[src/rtl/key_blink_pkg.sv]
// Shared types and defaults for the key/blink control slice.
package key_blink_pkg;

  localparam int unsigned FILTER_CYCLES_DEF = 1_000_000;
  localparam int unsigned BASE_HALF_DEF     = 25_000_000;
  localparam int unsigned HALF_W            = 25;
  localparam int unsigned SPEED_W           = 2;

  typedef enum logic [1:0] {
    IDLE,
    FILTER_DOWN,
    DOWN,
    FILTER_UP
  } key_state_e;

  // Filter counter width; a filter of one cycle still needs a 1-bit counter.
  function automatic int unsigned cnt_width(input int unsigned n);
    return (n > 1) ? $clog2(n) : 1;
  endfunction

  function automatic logic [HALF_W-1:0] half_period_of(input int unsigned base,
                                                       input logic [SPEED_W-1:0] sel);
    return HALF_W'((base >> sel) - 1);
  endfunction

endpackage

[src/rtl/key_blink_ctrl_if.sv]
// Status bundle from the key control stage to the downstream blink counter.
interface key_blink_ctrl_if;
  import key_blink_pkg::*;

  logic                 Key_state;
  logic                 Key_press;
  logic                 Key_release;
  logic [SPEED_W-1:0]   Speed_sel;
  logic [HALF_W-1:0]    Half_period;

  modport master (
    output Key_state,
    output Key_press,
    output Key_release,
    output Speed_sel,
    output Half_period
  );

  modport slave (
    input Key_state,
    input Key_press,
    input Key_release,
    input Speed_sel,
    input Half_period
  );
endinterface

[src/rtl/key_blink_ctrl_debounce.sv]
// Two-flop synchroniser, steady-time filter and press/release FSM for an
// active-low push button.
module key_debounce
  import key_blink_pkg::*;
#(
  parameter int unsigned FILTER_CYCLES = FILTER_CYCLES_DEF
) (
  input  logic Clk,
  input  logic Reset,
  input  logic Key_in,
  output logic Key_state,
  output logic Key_press,
  output logic Key_release,
  output logic press_fire
);

  localparam int unsigned     CW       = cnt_width(FILTER_CYCLES);
  localparam logic [CW-1:0]   CNT_LAST = CW'(FILTER_CYCLES - 1);

  logic          sync1;
  logic          sync2;
  key_state_e    state;
  key_state_e    state_nxt;
  logic [CW-1:0] cnt;
  logic [CW-1:0] cnt_nxt;
  logic          release_fire;

  always_ff @(posedge Clk) begin
    if (Reset) begin
      sync1 <= 1'b1;
      sync2 <= 1'b1;
    end else begin
      sync1 <= Key_in;
      sync2 <= sync1;
    end
  end

  always_ff @(posedge Clk) begin
    if (Reset) begin
      state       <= IDLE;
      cnt         <= '0;
      Key_state   <= 1'b0;
      Key_press   <= 1'b0;
      Key_release <= 1'b0;
    end else begin
      state       <= state_nxt;
      cnt         <= cnt_nxt;
      // Registered from the next state so the level lines up with the pulses.
      Key_state   <= (state_nxt == DOWN) || (state_nxt == FILTER_UP);
      Key_press   <= press_fire;
      Key_release <= release_fire;
    end
  end

  always_comb begin
    state_nxt    = state;
    cnt_nxt      = '0;
    press_fire   = 1'b0;
    release_fire = 1'b0;
    case (state)
      IDLE: begin
        if (!sync2) state_nxt = FILTER_DOWN;
      end
      FILTER_DOWN: begin
        if (sync2) begin
          state_nxt = IDLE;
        end else if (cnt == CNT_LAST) begin
          state_nxt  = DOWN;
          press_fire = 1'b1;
        end else begin
          cnt_nxt = cnt + 1'b1;
        end
      end
      DOWN: begin
        if (sync2) state_nxt = FILTER_UP;
      end
      FILTER_UP: begin
        if (!sync2) begin
          state_nxt = DOWN;
        end else if (cnt == CNT_LAST) begin
          state_nxt    = IDLE;
          release_fire = 1'b1;
        end else begin
          cnt_nxt = cnt + 1'b1;
        end
      end
      default: state_nxt = IDLE;
    endcase
  end

endmodule

[src/rtl/key_blink_ctrl.sv]
// Key control stage: debounced button stepping a 2-bit speed selector that
// sets the blink half-period terminal count.
module key_blink_ctrl
  import key_blink_pkg::*;
#(
  parameter int unsigned FILTER_CYCLES = FILTER_CYCLES_DEF,
  parameter int unsigned BASE_HALF     = BASE_HALF_DEF
) (
  input  logic               Clk,
  input  logic               Reset,
  input  logic               Key_in,
  key_blink_ctrl_if.master   status
);

  logic press_fire;

  key_debounce #(
    .FILTER_CYCLES (FILTER_CYCLES)
  ) u_debounce (
    .Clk         (Clk),
    .Reset       (Reset),
    .Key_in      (Key_in),
    .Key_state   (status.Key_state),
    .Key_press   (status.Key_press),
    .Key_release (status.Key_release),
    .press_fire  (press_fire)
  );

  // Speed steps on the press-accept edge; the interval trails it by one cycle.
  always_ff @(posedge Clk) begin
    if (Reset) begin
      status.Speed_sel   <= '0;
      status.Half_period <= half_period_of(BASE_HALF, '0);
    end else begin
      if (press_fire) status.Speed_sel <= status.Speed_sel + 1'b1;
      status.Half_period <= half_period_of(BASE_HALF, status.Speed_sel);
    end
  end

endmodule

[src/flat_wrapper.sv]
// flat-port wrapper written by rule: the top's interface ports become plain ports
module key_blink_ctrl_flat import key_blink_pkg::*;
#(
  parameter int unsigned FILTER_CYCLES = FILTER_CYCLES_DEF,
  parameter int unsigned BASE_HALF     = BASE_HALF_DEF
)
  (Clk, Reset, Key_in, status_Key_state, status_Key_press, status_Key_release, status_Speed_sel, status_Half_period);
  key_blink_ctrl_if status_i ();
  input  logic Clk;
  input  logic Reset;
  input  logic Key_in;
  output wire logic [$bits(status_i.Key_state)-1:0] status_Key_state;
  output wire logic [$bits(status_i.Key_press)-1:0] status_Key_press;
  output wire logic [$bits(status_i.Key_release)-1:0] status_Key_release;
  output wire logic [$bits(status_i.Speed_sel)-1:0] status_Speed_sel;
  output wire logic [$bits(status_i.Half_period)-1:0] status_Half_period;
  assign status_Key_state = status_i.Key_state;
  assign status_Key_press = status_i.Key_press;
  assign status_Key_release = status_i.Key_release;
  assign status_Speed_sel = status_i.Speed_sel;
  assign status_Half_period = status_i.Half_period;
  key_blink_ctrl #(.FILTER_CYCLES(FILTER_CYCLES), .BASE_HALF(BASE_HALF)) u_core (.Clk(Clk), .Reset(Reset), .Key_in(Key_in), .status(status_i));
endmodule
[config.mk]
export PLATFORM = sky130hd
export DESIGN_NAME = key_blink_ctrl_flat
export DESIGN_NICKNAME = d
export VERILOG_FILES = /design/src/rtl/key_blink_pkg.sv /design/src/rtl/key_blink_ctrl_if.sv /design/src/rtl/key_blink_ctrl_debounce.sv /design/src/rtl/key_blink_ctrl.sv /design/src/flat_wrapper.sv
export SDC_FILE = /design/constraint.sdc
export NUM_CORES = 1
export LEC_CHECK = 0
export BUFFER_PORTS_ARGS = -buffer_cell sky130_fd_sc_hd__buf_2
export CAP_MARGIN = 10
export CORE_UTILIZATION = 50
export DETAILED_ROUTE_END_ITERATION = 7
export PLACE_DENSITY = 0.73
export SETUP_SLACK_MARGIN = 0.2
export SYNTH_ARGS = -nofsm -noshare
export SYNTH_HDL_FRONTEND = slang
export SYNTH_SLANG_ARGS = --single-unit
[constraint.sdc]
create_clock -name Clk -period 1.95 [get_ports Clk]
set_input_delay 0.0975 -clock Clk [delete_from_list [all_inputs] [get_ports Clk]]
set_output_delay 0.0975 -clock Clk [all_outputs]
set_load 0.05 [all_outputs]
# --- Word level (Yosys, flattened, before mapping) ---
# Cells that the tools add are included.
totals:
  elab_cells: 38
  register_bits: 54
  out_inout_bits: 30
classes:
  shifts: 1
  reduce_logical: 3
  n_addsub: 3
  mux: 14
  bitwise: 2
  n_eq_ne: 6
op_table:
  columns: ["operator", "n"]
  rows:
  - ["$mux W20", 3]
  - ["$pmux W20 S2", 1]
  - ["$shr A25 B2 Y25 const A", 1]
  - ["$sub A25 B1 Y25 const B", 1]
  - ["$add A20 B1 Y20 const B", 1]
  - ["$eq A20 B20 Y1 const B", 1]
  - ["$mux W2", 6]
  - ["$eq A2 B2 Y1 const B", 4]
  - ["$pmux W2 S4", 1]
  - ["$mux W1", 3]
  - ["$reduce_or A3 Y1", 1]
  - ["$add A2 B1 Y2 const B", 1]
  - ["$eq A2 B1 Y1 const B", 1]
  - ["$logic_not A2 Y1", 1]
  - ["$not A1 Y1", 2]
  - ["$logic_or A1 B1 Y1", 1]

# --- Depth between registers and ports, before layout ---
logic_depth:
  ltp_word: 6
  depth_mapped: 5
  mapped_depth_nobuf: 5

# --- Modules after synthesis ---
# A second synthesis with hierarchy kept.
unflattened:
  cells_unflattened: 184
  area_unflattened_um2: 1843.0
by_module_without_submodules:
  columns: ["mod", "cells_per_inst", "n_inst", "area_each_um2", "seq_area_each_um2"]
  rows:
  - ["key_debounce", 123, 1, 1177.4, 540.5]
  - ["key_blink_ctrl", 61, 1, 665.6, 320.3]

# --- Worst setup path before layout ---
# Ideal clock, no wire load.
synth_path:
  path_kind: "register to register"
  start: "register u_core.u_debounce.cnt[2]"
  end: "register u_core.u_debounce.cnt[19]"
  synth_period_minus_slack_ns: 1.658
  t_required_ns: 1.879
  arrival_ns: 1.588
  path_stages_with_launch: 5
  path_slack_ns: 0.292
  path_cell_list: "dfxtp_1 -> nand4_4 -> or3_4 -> or4_1 -> a21oi_1"
synth_between:
  elab_chain_cells: 4
synth_rtl:
  columns: ["element", "line", "source"]
  rows:
  - ["from (decl)", "key_blink_ctrl_debounce.sv:24", "logic [CW-1:0] cnt;"]
  - ["from (signal assigned)", "key_blink_ctrl_debounce.sv:47", "cnt <= cnt_nxt;"]
  - ["$add A20 B1 Y20 or $eq A20 B20 Y1 (tied branches)", null, null]
  - ["$mux W20 (*)", "key_blink_ctrl_debounce.sv:67, key_blink_ctrl_debounce.sv:80", null]
  - ["$mux W20 (on tied branches)", "key_blink_ctrl_debounce.sv:78, key_blink_ctrl_debounce.sv:65", null]
  - ["$pmux W20 S2 (*)", "key_blink_ctrl_debounce.sv:60", "case (state)"]
# Mark *: on every way between the ends. The rest lies on a longest branch, timed or not.
# A chain may end at the register's enable or synchronous reset.

# --- Worst setup path in the final report ---
layout_path:
  start: "register u_core.u_debounce.cnt[5]"
  end: "register u_core.u_debounce.cnt[19]"
# The elaborated chain is that of the path after synthesis.

==> summary.md <==
| Metric | Value |
|---|---|
| Status | `completed` |
| Fraction of final layout cells with drive strength greater than 1 | `0.2545` |
| Async SR Flop Fraction | `0` |
| Met2 routed WL | `1.383 mm` |
| Slowest stage cell on the critical path | `or4_1` |
| CP max stage delay | `0.47 ns` |
| Post-Synth Adder-Cell Area | `0.06916` |
| Drc violations | `0` |
| Critical Path AT | `around 2.0 ns` |
| CTS Buf Count | `5` |
| Crit path buf inv count | `0` |
| Top post-synthesis cells by area | `dfxtp_1 48%, ha_1 6.9%, xnor2_1 4.8%, buf_4 4.6%, nor2_1 4.4%` |
| Leakage | `around 0.00077 µW` |
| CTS max path bufs | `2` |
| # rows | `21` |
| Xor/xnor share of the synthesized area | `0.06777` |
| Global-route wire length before repair | `5.030 mm` |
| Die area | `around 3900 µm²` |
| Fin crit period | `between 1.5 and 2 ns` |
| Largest family of logic cells by synthesized area | `simple AND/OR/NAND/NOR gates` |
| Clock-pin slew on the worst setup and hold paths | `~0.11 ns` |
| DRT Wirelength | `2.851 mm` |
| Placer Congestion | `0.7492` |
| CTS root buf | `clkbuf_4` |
| Synth top area share | `0.4758` |
| Cell chain of the critical path | `nand4_4, or3_4, or4_1, a21oi_1` |
| Largest net degree at the start of global routing | `21` |
| Mux contribution to synthesized area | `0` |
| Sink Count | `between 40 and 50` |
| Routed len/inst | `10.56 µm` |
| Vias in the first global route | `between 1k and 1.5k` |
| Worst Setup Start Kind | `flop` |
| Grt ovf | `0` |
| Number of distinct library cells after synthesis | `33` |
| Hold Crit Class | `input port to flop` |
| Compound-gate portion of the synthesized area | `0.05256` |
| DIE HEIGHT | `approximately 62 µm` |
| Final hold violation count | `0` |
| Kind of critical path | `flop to flop` |
| First-pass DRT Iterations | `4` |
| Setup TNS | `0 ns` |
| Syn Area/Cell | `9.374 µm²` |
| Routed metal-1 wire length | `1.280 mm` |
| CTS tree | `built` |
| Final HPWL DP | `1.959 mm` |
| Max Freq | `around 600 MHz` |
| Most frequent cells in the layout | `33 x dfxtp_1, 27 x buf_2, 21 x nor2_1` |
| Die Wd | `62.16 µm` |
| Slew Viols, Final | `0` |
| Cell taking the most area after synthesis | `dfxtp_1` |
| Netlist area before placement | `1809 µm²` |
| Layout net count | `236` |
| Crit-path leading delay family | `simple AND/OR/NAND/NOR gates` |
| Antenna diodes | `0` |
| Initial core utilization | `0.5338` |
| H-tree depth | `2` |
| Final setup fails | `0` |
| GRT Total Usage | `0.1636` |
| Ys Warns | `0` |
| I/O pin cnt | `33` |
| Critical Path End Type | `flop` |
| Post-route ant nets | `0` |
| Initial antenna violation count | `0` |
| Area delta synth->final | `14.52%` |
| Crit path max fanout | `10` |
| Worst vdd ir | `0.0003664 V` |
| Post-synth EDFFs | `0` |
| P per Cell Area | `674.0 nW/µm²` |
| Detailed router's first-iteration violation count | `48` |
| Core Region | `3390 µm²` |
| Ys flop type | `dfxtp_1` |
| RSZ-0062 raised after global routing | `yes` |
| Multi-input gate area | `839.6 µm²` |
| Fillers | `310` |
| Post-route clock period utilization | `0.8571` |
| Worst path required time | `around 2.2 ns` |
| Clk Latency, worst-skew pair | `0.35 ns` |
| Vias per cell | `4.941` |
| Most common cell after layout, fill and taps aside | `dfxtp_1` |
| Post-Synth Simple-Gate Area | `0.2559` |
| Sequential area share after synthesis | `0.4758` |
| Final Skew | `0.004410 ns` |
| Uppermost layer routed | `met4` |
| Port buffer count | `27` |
| Metal3 WL | `118 µm` |
| MaxCap Viol Count | `0` |
| Core Util, Final | `0.6113` |
| Via count | `1334` |
| Yosys reg bits | `43` |
| Register area | `878.3 µm²` |
| Syn Inst Count | `193` |
## sequential cells by signal, summed over array words and instances, names as in the netlist
name                           flops
u_core.status.Half_period         14
u_core.status.Speed_sel            2
u_core.u_debounce.Key_press        1
u_core.u_debounce.Key_release      1
u_core.u_debounce.Key_state        1
u_core.u_debounce.cnt             20
u_core.u_debounce.state            2
u_core.u_debounce.sync1            1
u_core.u_debounce.sync2            1
## worst reg2reg max path, delay by kind of cell, from the launching register on
family,cells,cell delay [ns]
and+or+nand+nor,3,1.07
DFF,1,0.39
AOI/OAI and AO/OA,1,0.15
## logic make-up (layout without fill, tap and decap cells)
kind of cell    after synthesis  after routing
fa+ha+maj                    10             10
compound gates               17             17
buf+inv                      25             52
xor+xnor                     14             14
flops                        43             43
other cells                   2              6
simple gates                 82             82
## through the flow
stage / std cells / hold slack (ns) / setup WS (ns) / power, µW / cell area, µm²
finish: 270 / 0.07795 / 0.2787 / 1396 / 2072
global placement: 259 / 0.2798 / 0.2468 / 941.8 / 1949
global route: 270 / 0.1131 / 0.1981 / 1462 / 2072
detailed placement: 259 / 0.2850 / 0.2161 / 942.1 / 1949
floorplan: 197 / 0.2013 / 0.2916 / 945.8 / 1824
CTS: 270 / 0.07441 / 0.2001 / 1417 / 2046
## power breakdown
group          switching (µW)  internal, µW  leakage [µW]  total [µW]
sequential               1.60           879      0.000353         880
combinational            32.7          7.82      0.000374        40.6
clock                     263           212     0.0000386         476
total                     298          1100      0.000766        1400
## repair_timing
| action | CTS | global route |
|---|---|---|
| hold endpoints to repair | 1 | 0 |
| pin swaps | 1 | 1 |
| gates resized for setup | 2 | 12 |
| hold buffers | 1 | 0 |
| buffers inserted | 2 | 0 |
| setup endpoints to repair | 1 | 20 |
## cell usage after synthesis (all sizes together) (5+ instances only)
library cell,count
xnor2,10
nand2,9
nor2,21
o21ai,5
nor3,5
a21oi,9
nand4,7
inv,10
dfxtp,43
buf,11
ha,10
nand3,8
or3,5
## area by class of cell
type	count	area share
Multi-Input combinational cell	129	0.4052
Inverter	10	0.01812
Timing Repair Buffer	34	0.09179
Clock buffer	8	0.03321
Sequential cell	43	0.4239
Tap cell	46	0.02778
## final timing paths
path / slack, ns / end / startpoint / cells past startpoint
hold reg to reg: 0.43 / u_core.u_debounce.sync2 / u_core.u_debounce.sync1 / 1
setup reg to reg: 0.28 / u_core.u_debounce.cnt[19] / u_core.u_debounce.cnt[5] / 4
hold / removal: 0.08 / u_core.status.Half_period[9] / Reset / 2
setup / recovery: 0.28 / u_core.u_debounce.cnt[19] / u_core.u_debounce.cnt[5] / 4
## metal layers
layer,GRT usage,vias to the layer above
li1,-,692
met1,0.1880,603
met2,0.2734,32
met3,0.04044,7
met4,0.09884,0
met5,0,-
(Power assumes the default switching activity.)
